**config.mk**
```make
export PLATFORM = sky130hd
export DESIGN_NAME = prog_loader
export DESIGN_NICKNAME = d
export VERILOG_FILES = /design/src/rtl/prog_loader_pkg.sv /design/src/rtl/prog_mem16x8.sv /design/src/rtl/prog_loader.sv
export SDC_FILE = /design/constraint.sdc
export NUM_CORES = 1
export LEC_CHECK = 0
export ABC_AREA = 1
export BUFFER_PORTS_ARGS = -buffer_cell sky130_fd_sc_hd__buf_4
export CORE_MARGIN = 2
export CORE_UTILIZATION = 43
export CTS_CLUSTER_SIZE = 30
export DETAILED_ROUTE_END_ITERATION = 12
export GPL_ROUTABILITY_DRIVEN = 0
export PLACE_DENSITY = 0.61
export SLEW_MARGIN = 20
export SYNTH_ARGS = -nofsm -noshare
export SYNTH_HDL_FRONTEND = slang
export SYNTH_SLANG_ARGS = --single-unit
```
**constraint.sdc**
```tcl
create_clock -name clk -period 1.85 [get_ports clk]
set_clock_uncertainty 0.05 [all_clocks]
set_input_delay 0 -clock clk [delete_from_list [all_inputs] [get_ports clk]]
set_output_delay 0 -clock clk [all_outputs]
set_load 0.02 [all_outputs]
```
**src/rtl/prog_loader_pkg.sv**
```systemverilog
// Shared definitions for the boot-time program loader.
// Holds the frame FSM state encoding, the program-memory geometry, the
// default frame sync marker and a small LEN-range helper.
package prog_loader_pkg;

  localparam int MEM_DEPTH = 16;
  localparam int ADDR_W    = 4;
  localparam int INSTR_W   = 8;
  // LEN counts up to MEM_DEPTH inclusive, so it needs one bit more than ADDR_W.
  localparam int LEN_W     = 5;

  localparam logic [7:0] SYNC_DEFAULT = 8'hA5;

  typedef enum logic [2:0] {
    IDLE,
    LEN,
    DATA,
    CSUM,
    RUN
  } state_t;

  // A frame length byte is usable only if it names 1..MEM_DEPTH words.
  function automatic logic len_valid(input logic [7:0] b);
    return (b != 8'h00) && (b <= 8'(MEM_DEPTH));
  endfunction

endpackage

```
**src/rtl/prog_mem16x8.sv**
```systemverilog
// 16x8 instruction store.
// Ports:
//   clk    - write clock, rising edge
//   reset  - asynchronous active-low clear of every word to 8'h00 (a no-op)
//   we     - write enable
//   waddr  - write address
//   wdata  - write data
//   raddr  - read address (from the core's program counter)
//   rdata  - combinational read data, mem[raddr]
module prog_mem16x8
  import prog_loader_pkg::*;
(
  input  logic               clk,
  input  logic               reset,
  input  logic               we,
  input  logic [ADDR_W-1:0]  waddr,
  input  logic [INSTR_W-1:0] wdata,
  input  logic [ADDR_W-1:0]  raddr,
  output logic [INSTR_W-1:0] rdata
);

  logic [INSTR_W-1:0] mem [MEM_DEPTH];

  // NOTE: this array is built from flops so every word can be cleared to a
  // known no-op on reset; a RAM macro could not be reset this way.
  always_ff @(posedge clk or negedge reset) begin
    if (!reset) begin
      for (int i = 0; i < MEM_DEPTH; i++) mem[i] <= '0;
    end else if (we) begin
      mem[waddr] <= wdata;
    end
  end

  // The core fetches without a clock delay.
  assign rdata = mem[raddr];

endmodule

```
**src/rtl/prog_loader.sv**
```systemverilog
// Boot-time program loader and instruction store for the 4-bit core.
// Receives a framed byte stream (SYNC, LEN, LEN data bytes, CSUM), fills the
// program memory and releases the core from reset once a frame checks out.
// Ports:
//   clk        - single clock, rising edge
//   reset      - asynchronous active-low reset
//   in_valid   - in_data holds a byte
//   in_data    - stream byte
//   in_ready   - loader accepts a byte this cycle (always 1)
//   adr        - instruction address from the core
//   dout       - instruction at mem[adr], combinational
//   cpu_reset  - registered active-low reset to the core
//   busy       - a frame is in progress (LEN, DATA or CSUM)
//   err        - last frame rejected; sticky until the next accepted sync
module prog_loader
  import prog_loader_pkg::*;
#(
  parameter logic [7:0] SYNC_BYTE = SYNC_DEFAULT
) (
  input  logic               clk,
  input  logic               reset,
  input  logic               in_valid,
  input  logic [7:0]         in_data,
  output logic               in_ready,
  input  logic [ADDR_W-1:0]  adr,
  output logic [INSTR_W-1:0] dout,
  output logic               cpu_reset,
  output logic               busy,
  output logic               err
);

  state_t           state;
  logic [LEN_W-1:0] len_q;
  logic [LEN_W-1:0] wr_ptr;
  logic [7:0]       sum;

  logic             accept;
  logic             mem_we;
  logic [LEN_W-1:0] wr_ptr_nxt;

  assign in_ready   = 1'b1;
  assign accept     = in_valid && in_ready;
  assign mem_we     = accept && (state == DATA);
  assign wr_ptr_nxt = wr_ptr + 1'b1;

  prog_mem16x8 u_mem (
    .clk   (clk),
    .reset (reset),
    .we    (mem_we),
    .waddr (wr_ptr[ADDR_W-1:0]),
    .wdata (in_data),
    .raddr (adr),
    .rdata (dout)
  );

  // NOTE: all state here is sequential, so it is assigned with <= only;
  // blocking assignments would let later statements see half-updated state.
  always_ff @(posedge clk or negedge reset) begin
    if (!reset) begin
      state     <= IDLE;
      len_q     <= '0;
      wr_ptr    <= '0;
      sum       <= '0;
      cpu_reset <= 1'b0;
      err       <= 1'b0;
      busy      <= 1'b0;
    end else if (accept) begin
      case (state)
        // Sync from RUN is a live reload: the core goes back into reset.
        IDLE, RUN: begin
          if (in_data == SYNC_BYTE) begin
            state     <= LEN;
            err       <= 1'b0;
            cpu_reset <= 1'b0;
            busy      <= 1'b1;
          end
        end
        LEN: begin
          if (len_valid(in_data)) begin
            len_q  <= in_data[LEN_W-1:0];
            sum    <= in_data;
            wr_ptr <= '0;
            state  <= DATA;
          end else begin
            err   <= 1'b1;
            busy  <= 1'b0;
            state <= IDLE;
          end
        end
        // SYNC_BYTE is ordinary payload here; only the count ends the data.
        DATA: begin
          sum    <= sum + in_data;
          wr_ptr <= wr_ptr_nxt;
          if (wr_ptr_nxt == len_q) state <= CSUM;
        end
        CSUM: begin
          busy <= 1'b0;
          if (in_data == sum) begin
            state     <= RUN;
            cpu_reset <= 1'b1;
          end else begin
            err   <= 1'b1;
            state <= IDLE;
          end
        end
        default: begin
          state <= IDLE;
          busy  <= 1'b0;
        end
      endcase
    end
  end

endmodule

```
# == Yosys cells after proc, flatten, opt, wreduce, memory -nomap -nowiden ==
# Index checks and enable logic that the tools add are counted.
# Widths: inputs -> output; s select.
# totals
register_bits,152
inputBits,15
out_inout_bits,12
wordCells,84
# op_classes
addsub,2
n_lt_le_gt_ge,4
eq_ne,13
mux,24
bitwise_logic,3
reduce_logical,15
# ops
op,count
$bwmux 128,1
$bmux 8 s4,1
$demux 8 s4,1
$mux 8,4
$pmux 8 s2,1
$pmux 3 s4,1
$ge 5x5->1 const B,2
$ne 2x2->1 const B,5
$not 4->5,2
$pmux 5 s2,1
$mux 3,3
$reduce_and 3->1,3
$add 8x8->8,1
$eq 8x8->1,1
$eq 8x8->1 const B,1
$le 8x5->1 const B,1
$reduce_and 4->1,2
$reduce_bool 8->1,1
$eq 3x2->1 const B,2
$mux 1,6
$pmux 1 s3,2
$add 5x1->5 const B,1
$eq 5x5->1,1
$lt 5x1->1 const B,1
other kinds (13),16

# == Depth between registers and ports, before layout ==
# Gate-level depths: netlist (run 1).
# logic_depth
word_depth,6
mapped_depth,11

# == Modules after synthesis ==
# From an unflattened synthesis (run 1), not the netlist that was laid out.
# hier_totals
cells_unflattened,1066
area_unflattened_um2,7907.6
# modules_own_cells
module,instances,cells_per_inst,area_per_inst_um2,seq_area_each_um2
prog_mem16x8,1,850,6271.0,3203.1
prog_loader,1,216,1636.6,600.6

# == Least setup slack after synthesis (run 1) ==
# No wires, ideal clock.
# synth_timing
path_kind,flip-flop to flip-flop
startpoint,reg sum[0]
endpoint,reg sum[6]
setup_time_ps,65
t_arrival_ps,1627
required_time_ps,1735
setup_slack_ps,108
stages_incl_launch_ff,11
n_path_buf,0
period_less_slack_ps,1742
cell_sequence,dfrtp_1 -> ha_1 -> inv_1 -> fa_1 -> nand3b_1 -> nand2_1 -> inv_1 -> o21ai_0 -> xor2_1 -> nand3_1 -> nand2_1
# synth_between
elab_chain_len,2
# synth_lines
item,line_no,rtl
start: declaration,prog_loader.sv:35,logic [7:0] sum;
start signal: assignment,prog_loader.sv:81,sum <= in_data;
start signal: assignment,prog_loader.sv:92,sum <= sum + in_data;
$add 8x8->8,prog_loader.sv:92,
$pmux 8 s2,prog_loader.sv:68,case (state)
# Every way passes these cells.
# A chain may end at the register's enable or synchronous reset.

# == Worst setup path after layout (run 1) ==
# layout_timing
startpoint,reg sum[2]
endpoint,reg sum[5]
# The elaborated chain is that of the path after synthesis.

==> results of run 1 <==
## power breakdown
group,internal (uW),switching (uW),total [uW]
clock network,2210,1410,3620
logic,1180,1890,3060
registers,3980,412,4390
total,7360,3710,11100
## sequential cells by signal (all words and copies together), names as in the netlist
signal	cells
busy	1
len_q	5
u_mem.mem	128
err	1
state	3
wr_ptr	5
sum	8
cpu_reset	1
## critical path, stage by stage (launching register included)
cell	delay, ns
dfrtp_1	0.39
ha_1	0.35
or2_2	0.34
nand4_1	0.12
a21oi_1	0.07
o21ai_0	0.24
nand2_1	0.09
## cell usage after synthesis (all sizes together)
cell    instances
nand2         208
o21ai         186
dfrtp         152
inv            65
a21oi          39
mux2i          32
o211ai         32
buf            30
nand4          25
clkbuf         24
nand3          23
nor2           12
ha             11
nand3b          4
o22ai           3
clkinv          2
nor3            2
xnor2           2
xor2            2
a21o            1
a31oi           1
conb            1
fa              1
nor4            1
o21a            1
or2             1
## metrics by stage
step	hold slack, ns	setup slack [ns]
3_3_place_gp	-0.1228	-0.006099
2_1_floorplan	-0.3456	0.1078
4_1_cts	0.05258	-0.007091
5_1_grt	0.08128	-0.03772
6_report	0.07844	0.06503
3_5_place_dp	-0.1297	0.005326
## path summary, 6_finish.rpt
kind                                    start                    endpoint  slack [ns]
setup / recovery           sum[2]$_DFFE_PN0P_          sum[5]$_DFFE_PN0P_        0.07
hold / removal                     in_data[6]  u_mem.mem[102]$_DFFE_PN0P_        0.08
setup reg to reg           sum[2]$_DFFE_PN0P_          sum[5]$_DFFE_PN0P_        0.07
hold reg to reg              busy$_DFFE_PN0P_            busy$_DFFE_PN0P_        0.42
max in group asynchronous               reset  u_mem.mem[103]$_DFFE_PN0P_        0.80
min in group asynchronous               reset   u_mem.mem[55]$_DFFE_PN0P_        0.46
## logic make-up (layout without fill, tap and decap cells)
group / count (synthesis) / in the layout
AO/OA/AOI/OAI: 263 / 263
XOR/XNOR: 4 / 4
adder cells (fa/ha/maj): 12 / 12
buffers and inverters: 121 / 171
flip-flops: 152 / 152
multiplexers: 32 / 32
other: 1 / 1
AND/OR/NAND/NOR: 276 / 277
## layer usage
metal | share of wire | routed length, um | up-vias
met4 | 0.011 | 208 | 0
met2 | 0.46 | 8843 | 105
met3 | 0.036 | 688 | 15
met5 | 0 | 0 | -
li1 | - | - | 3010
met1 | 0.49 | 9429 | 2948
## repair_timing
item                                    4_1_cts  5_1_grt
resized for setup                             2       19
hold buffers                                  9        0
cloned                                        0        1
endpoints found under the setup margin        4       19
setup buffers                                 0        3
hold endpoints to repair                    166        0
pin swaps                                     0       10
## cell type report
| class | instances | area, um^2 |
|---|---|---|
| clock buffer | 19 | 452.9 |
| tap | 225 | 281.5 |
| fill | 1629 | 8343 |
| sequential | 152 | 3806 |
| inverter | 67 | 254.0 |
| clock inverter | 13 | 168.9 |
| timing repair buffer | 72 | 668.1 |
| multi-input combinational | 589 | 3382 |
==> impl_metrics.tcl, run 1 <==
set metrics [dict create \
    status "finished, final reports clean" \
    cts_buffers 17 \
    synth_seq_area_share 0.4976 \
    drtIter0Drc 493 \
    synth_fp_nets 888 \
    dp.cells 1092 \
    start_util 0.4404 \
    cts_max_path_buffers 2 \
    holdPathStages 4 \
    clkTransAtPathRegs_ns 0.06 \
    first_pass_iters 5 \
    viasPerCell 5.346 \
    synthMuxAreaShare 0.04191 \
    num_rows 48 \
    grt_util_met3 0.04194 \
    cts_tree "done" \
    antenna_left 0 \
    core_area_mm2 0.01736 \
    dpl_cell_area_mm2 0.008187 \
    diodes 0 \
    worst_pin_slew_ns 0.5959 \
    hold_violations 0 \
    insertion_delay_ns 0.42 \
    cp_max_fo 4 \
    leakage_uw 0.004046 \
    total_power_uw 11070 \
    synth_cell_types 38 \
    reg2regPathDepth 6 \
    cp_data_required_time_ns 2.10 \
    synthAdderAreaFrac 0.02063 \
    yosys.area_share.simple 0.1825 \
    grt-busiest-layer "met2" \
    ir_drop_v 0.0006655 \
    syn-cell-area_mm2 0.007644 \
    synth_top_family_by_area "compound AO/OA/AOI/OAI gates" \
    cts_root_buf "clkbuf_16" \
    port_buffers 25 \
    powerDensity_mw_per_mm2 1228 \
    synth_compound_area_frac 0.1840 \
    drv_cap 0 \
    crit_arrival_ns 2.03 \
    final_nets 926 \
    wl_mm 19.17 \
    min_path_type "in -> reg" \
    grt_pass1_vias 5728 \
    fp.dieArea_mm2 0.01886 \
    finalCritPeriodShare 0.9649 \
    post_synth_xor_area_fraction 0.004583 \
    path_class "reg -> reg" \
    cp-end-kind "flop" \
    ys_warn_count 0 \
    report.final.setup_viol 0 \
    antenna_found_initial 0 \
    final_core_utilization 0.5193 \
    drive_above_1_share 0.1502 \
    synth_area_leaders "dfrtp_1 (50%), nand2_1 (10%), o21ai_1 (7.9%)" \
    grt-ovfl-total 0 \
    post-route-min-period_ns 1.785 \
    slew_headroom 0.6028 \
    fin_area_mm2 0.009014 \
    grt_pass1_wl_mm 31.04 \
    final_cell_mix "nand2_1 (203), dfrtp_1 (150), o21ai_1 (125), o21ai_0 (60), inv_1 (58)" \
    report.final.slew_viol_count 0 \
    die_x_um 137.3 \
    rsz0062_at_grt "yes" \
    place_hpwl_mm 12.30 \
    h-tree-depth 4 \
    grt_max_degree 40 \
    avgSynthCellArea_um2 8.878 \
    grtUsageMet1 0.3078 \
    pin_count 27 \
    start_kind "flop" \
    die_h_um 137.3 \
    final.setup.tns_ns 0 \
    synth_top_area_cell "dfrtp_1" \
    wire_per_inst_um 16.86 \
    ys_ff_latch 152 \
    remaining_drc_errors 0 \
    final_common_cell "nand2_1" \
    grt_usage 0.2173 \
    yosys.area.top_type_share 0.4976 \
    cts_sinks 152 \
    grt_use_met2 0.3433 \
    vias 6078 \
    synthCells 861 \
    final_cells 1137 \
    max_freq_mhz 560.2 \
    syn2layout_area_growth_pct 17.92 \
]
(Power assumes the default switching activity.)
==> inputs of run 2 (changes only) <==
- CTS_BUF_LIST: not set -> sky130_fd_sc_hd__clkbuf_4 sky130_fd_sc_hd__clkbuf_8
==> run 2 against run 1 <==
Clock power shrank 25%. Largest cell class unchanged. Design area decreased by 1.8%. Worst setup slack gained 0.012 ns. Highest routed layer unchanged. Combinational power rose by 2%. Sequential power hardly changed. Critical path type unchanged. Fmax increased by 0.70%. Clock-buffer cell count unchanged. First-iteration DRC count grew 6.9%. Utilization is 0.93 points lower.
==> impl_metrics.tcl, run 2 (synthesis results as in run 1) <==
set metrics [dict create \
    start_kind "flop" \
    die_x_um 137.3 \
    remaining_drc_errors 0 \
    crit_start "state[0]$_DFFE_PN0P_" \
    min_path_type "in -> reg" \
    fp.dieArea_mm2 0.01886 \
    regMostFlops "u_mem.mem" \
    largest_register_ff_count 128 \
    crit_slowest_cell "dfrtp_1" \
    grt-ovfl-total 0 \
    port_buffers 25 \
    pin_count 27 \
    r2r_slack_ns 0.08 \
    final_cell_mix "nand2_1 (205), dfrtp_1 (150), o21ai_1 (129), inv_1 (58), o21ai_0 (56)" \
    num_rows 48 \
    vias 6138 \
    wl_mm 19.53 \
    cts_buffers 17 \
    reg_top3 "u_mem.mem: 128 flops, sum: 8 flops" \
    finalCritPeriodShare 0.9581 \
    reg2regPathDepth 7 \
    report.final.setup_viol 0 \
    core_area_mm2 0.01736 \
    syn2layout_area_growth_pct 15.81 \
    post-route-min-period_ns 1.772 \
    hold_slack_ns 0.04280 \
    ir_drop_v 0.0006760 \
    h-tree-depth 4 \
    dpl_worst_slack_ns 0.005326 \
    grt_usage 0.2151 \
    crit_chain "nor3_2 -> inv_2 -> nor2_4 -> buf_12 -> nand4_2 -> nand2_1 -> o21ai_1" \
    timing.rr.start "state[0]$_DFFE_PN0P_" \
    first_pass_iters 5 \
    final.setup.worst_slack_ns 0.07751 \
    worst_pin_slew_ns 0.5542 \
    drive_above_1_share 0.1499 \
    slew_headroom 0.6306 \
    die_h_um 137.3 \
    status "finished, final reports clean" \
    clkTransAtPathRegs_ns 0.09 \
    path_class "reg -> reg" \
    antenna_found_initial 0 \
    rsz0062_at_grt "yes" \
    insertion_delay_ns 0.45 \
    antenna_left 0 \
    place_hpwl_mm 12.30 \
    start_util 0.4404 \
    cp_max_fo 23 \
    final_nets 928 \
    hold_violations 0 \
    grt_max_degree 40 \
    wire_per_inst_um 17.15 \
    max_freq_mhz 564.2 \
    drtIter0Drc 527 \
    cts_root_buf "clkbuf_8" \
    report.final.slew_viol_count 0 \
    grt_pass1_vias 5653 \
    cp_data_required_time_ns 2.13 \
    r2r_end "u_mem.mem[125]$_DFFE_PN0P_" \
    drv_cap 0 \
    crit_arrival_ns 2.05 \
    cts_sinks 152 \
    powerDensity_mw_per_mm2 1156 \
    crit_end "u_mem.mem[125]$_DFFE_PN0P_" \
    viasPerCell 5.389 \
    diodes 0 \
    cts_tree "done" \
    grt_pass1_wl_mm 30.71 \
    final_common_cell "nand2_1" \
    cts_max_path_buffers 2 \
    leakage_uw 0.003965 \
    cp-end-kind "flop" \
    slowest_delay_ns 0.42 \
]
[run 2: cell count changes in the layout (fill, tap and decap cells not counted), sizes merged]
cell         change
nand4            +2
buf              +1
dlygate4sd3      -1
[run 2: worst min path at each step]
stage                                     end  cells after the start       start
detailed placement  u_mem.mem[19]$_DFFE_PN0P_                      1       reset
finish              u_mem.mem[20]$_DFFE_PN0P_                      4  in_data[4]
global placement    u_mem.mem[19]$_DFFE_PN0P_                      1       reset
floorplan                    busy$_DFFE_PN0P_                      0       reset
CTS                        sum[6]$_DFFE_PN0P_                      5  in_data[6]
global route        u_mem.mem[46]$_DFFE_PN0P_                      4  in_data[6]
[run 2: power by group]
| group | switching (uW) | total (uW) | leakage, uW | internal (uW) |
|---|---|---|---|---|
| clock | 1310 | 2730 | 0.000205 | 1420 |
| sequential | 412 | 4380 | 0.00208 | 3970 |
| combinational | 1940 | 3120 | 0.00168 | 1180 |
[run 2: metrics by stage]
step / util / setup TNS [ns] / instances / area, um^2 / power [uW]
floorplan: - / 0 / 861 / 7644 / 6451
global placement: 0.4717 / -0.006099 / 1092 / 8187 / 7242
detailed placement: 0.4717 / 0 / 1092 / 8187 / 7293
CTS: 0.5017 / 0 / 1132 / 8707 / 10050
global route: 0.5100 / -0.9235 / 1139 / 8852 / 10910
finish: 0.5100 / 0 / 1139 / 8852 / 10230
[run 2: layout make-up]
cell class	instances	area, um^2
Clock inverter	13	168.9
Fill cell	1650	8504
Tap cell	225	281.5
Inverter	67	254.0
Multi-Input combinational cell	591	3407
Timing Repair Buffer	72	673.1
Clock buffer	19	261.5
Sequential cell	152	3806
[run 2: routing by layer]
layer | GRT usage | part of all wire | up-vias
li1 | - | - | 3016
met1 | 0.3064 | 0.48 | 2960
met2 | 0.3408 | 0.45 | 139
met3 | 0.03422 | 0.049 | 23
met4 | 0.05956 | 0.013 | 0
met5 | 0 | 0 | -
[run 2: repair_timing]
item,4_1_cts,5_1_grt
gates resized for setup,2,23
hold buffers,8,0
hold endpoints to repair,170,0
cloned,0,3
buffers inserted,0,4
pin swaps,1,12
setup endpoints to repair,2,24
[run 2: critical path, delay by kind of cell, from the launching register on]
kind / cells / cell delay [ns]
and+or+nand+nor: 4 / 0.78
DFF: 1 / 0.42
buffers and inverters: 2 / 0.32
AOI/OAI and AO/OA: 1 / 0.07
==> inputs of run 3 (changes only) <==
- ABC_AREA: 1 -> 0
==> run 3 against run 2 <==
Worst hold slack got worse by 0.035 ns. Wire length fell by 6.8%. Clock-buffer cell count fell by 1. Combinational power fell by 2%. Cell count fell by 26%. The flow now finishes with violations (negative setup slack). Utilization rose by 4.2 points. Clock power barely moved. Design area rose by 6.8%. Critical path depth fell by 4. Largest power group unchanged. Fmax fell by 15%.
==> impl_metrics.tcl, run 3 <==
set metrics [dict create \
    status "finished, violations left" \
    grt-ovfl-total 0 \
    synth_area_leaders "dfrtp_1 (51%), mux2_2 (20%), mux4_2 (12%)" \
    cts_root_buf "clkbuf_8" \
    synth_top_family_by_area "multiplexers" \
    port_buffers 25 \
    largest_register_ff_count 128 \
    leakage_uw 0.004496 \
    violations "negative setup slack" \
    synth_fp_nets 536 \
    antenna_found_initial 0 \
    synth_seq_area_share 0.5121 \
    drv_cap 0 \
    antenna_left 0 \
    ir_drop_v 0.0007554 \
    ys_ff_latch 152 \
    slew_headroom 0.6361 \
    synth_top_area_cell "dfrtp_1" \
    clkTransAtPathRegs_ns 0.09 \
    yosys.area_share.simple 0.06233 \
    crit_arrival_ns 2.04 \
    viasPerCell 5.661 \
    place_hpwl_mm 12.01 \
    start_util 0.4339 \
    wire_per_inst_um 21.73 \
    min_path_type "in -> async" \
    rsz0062_at_grt "yes" \
    regMostFlops "u_mem.mem" \
    worst_pin_slew_ns 0.5458 \
    diodes 0 \
    grt_usage 0.2151 \
    synthCells 509 \
    cp-end-kind "output port" \
    syn-cell-area_mm2 0.007427 \
    core_area_mm2 0.01712 \
    max_freq_mhz 478.9 \
    insertion_delay_ns 0.45 \
    die_x_um 135.4 \
    fp.dieArea_mm2 0.01834 \
    hold_violations 0 \
    h-tree-depth 4 \
    first_pass_iters 4 \
    synth_compound_area_frac 0.03454 \
    synthFlopType "dfrtp_1" \
    powerDensity_mw_per_mm2 1062 \
    synth_edf_count 0 \
    hold_slack_ns 0.007376 \
    cts_buffers 17 \
    path_class "reg -> out" \
    synthMuxAreaShare 0.3273 \
    synth_cell_types 55 \
    pin_count 27 \
    drtIter0Drc 310 \
    report.final.setup_viol 48 \
    die_h_um 135.4 \
    final_common_cell "dfrtp_1" \
    post_synth_xor_area_fraction 0.01651 \
    synthAdderAreaFrac 0.02123 \
    cts_max_path_buffers 2 \
    num_rows 48 \
    vias 4744 \
    final.setup.worst_slack_ns -0.2379 \
    start_kind "flop" \
    synth_most_common_cell "dfrtp_1" \
    total_power_uw 10040 \
    synthArstFlopShare 1.000 \
    cts_sinks 152 \
    cts_tree "done" \
    yosys.area.top_type_share 0.5121 \
    grt_max_degree 54 \
    avgSynthCellArea_um2 14.59 \
    finalCritPeriodShare 1.129 \
    post-route-min-period_ns 2.088 \
    grt_pass1_vias 4992 \
    cp_data_required_time_ns 1.80 \
    remaining_drc_errors 0 \
    final_nets 627 \
    final_cell_mix "dfrtp_1 (150), mux2_2 (93), buf_4 (63), mux2_4 (42), mux4_2 (40)" \
    grt_pass1_wl_mm 29.12 \
    reg_top3 "u_mem.mem: 128 flops, sum: 8 flops" \
    cp_max_fo 2 \
    syn2layout_area_growth_pct 27.26 \
    drive_above_1_share 0.5808 \
    ys_warn_count 0 \
    wl_mm 18.21 \
    report.final.slew_viol_count 0 \
    netlist_top_cells_count "dfrtp_1 (152), mux2_2 (131), mux4_2 (40)" \
]
run 3: changes by cell type in the layout (fill, tap and decap cells not counted), moves of 31 or more:
cell,delta
o21ai_0,-49
inv_1,-48
o21ai_1,-126
o211ai_1,-31
mux2_2,+93
mux2_4,+42
nand2_1,-189
a21oi_1,-31
mux4_2,+40
mux2i_1,-31
run 3: stage by stage:
| stage | utilization | TNS, ns | setup slack [ns] | instances | area [um^2] |
|---|---|---|---|---|---|
| finish | 0.5522 | -3.095 | -0.2379 | 838 | 9452 |
| global route | 0.5522 | -7.947 | -0.2966 | 838 | 9452 |
| CTS | 0.5431 | -2.603 | -0.2568 | 832 | 9296 |
| detailed placement | 0.4852 | -5.535 | -0.1430 | 779 | 8305 |
| global placement | 0.4852 | -2.509 | -0.1367 | 779 | 8305 |
| floorplan | - | -1.940 | -0.08462 | 509 | 7501 |
run 3: worst max-delay path, cell delays in order (launching register included):
cell and delay, ns:
dfrtp_1 0.40, mux4_2 0.53, mux4_2 0.51, buf_6 0.15
run 3: repair_timing:
item,4_1_cts,5_1_grt
setup endpoints to repair,135,136
pin swaps,15,13
gates resized for setup,87,26
hold endpoints to repair,193,0
buffers inserted,10,6
gates cloned,4,0
hold buffers,7,0
run 3: cells by family after synthesis:
kind of cell    count (synthesis)
other cells                     1
fa+ha+maj                      12
simple gates                   71
mux                           176
xor+xnor                       14
buf+inv                        44
flops                         152
compound gates                 39
run 3: area by class of cell:
cell class	count	area, um^2
Inverter	10	37.54
Fill cell	1350	7665
Clock inverter	14	188.9
Clock buffer	18	241.5
Timing Repair Buffer	102	973.4
Tap cell	225	281.5
Multi-Input combinational cell	317	3923
Sequential cell	152	3806
run 3: worst paths after layout:
path | start | to | slack (ns) | cells after the start
worst max-delay path | u_mem.mem[9]$_DFFE_PN0P_ | dout[1] | -0.24 | 3
worst min-delay path | reset | sum[6]$_DFFE_PN0P_ | 0.007 | 2
worst max register to register | state[1]$_DFFE_PN0P_ | sum[7]$_DFFE_PN0P_ | -0.10 | 5
worst min register to register | u_mem.mem[25]$_DFFE_PN0P_ | u_mem.mem[25]$_DFFE_PN0P_ | 0.44 | 2
max in group asynchronous | reset | u_mem.mem[87]$_DFFE_PN0P_ | 1.07 | 3
min in group clk | in_data[1] | sum[1]$_DFFE_PN0P_ | 0.02 | 5
run 3: report_power, final:
part | leakage, uW | internal, uW | switching, uW
clock | 0.000205 | 1390 | 1350
sequential | 0.00207 | 3860 | 378
combinational | 0.00222 | 1690 | 1370
total | 0.00450 | 6940 | 3100
run 3: metal layers:
layer,wire length [um],part of all wire,GRT usage
met5,0,0,0
met4,231,0.013,0.05671
met3,673,0.037,0.04153
met2,9154,0.50,0.3548
met1,8151,0.45,0.2943
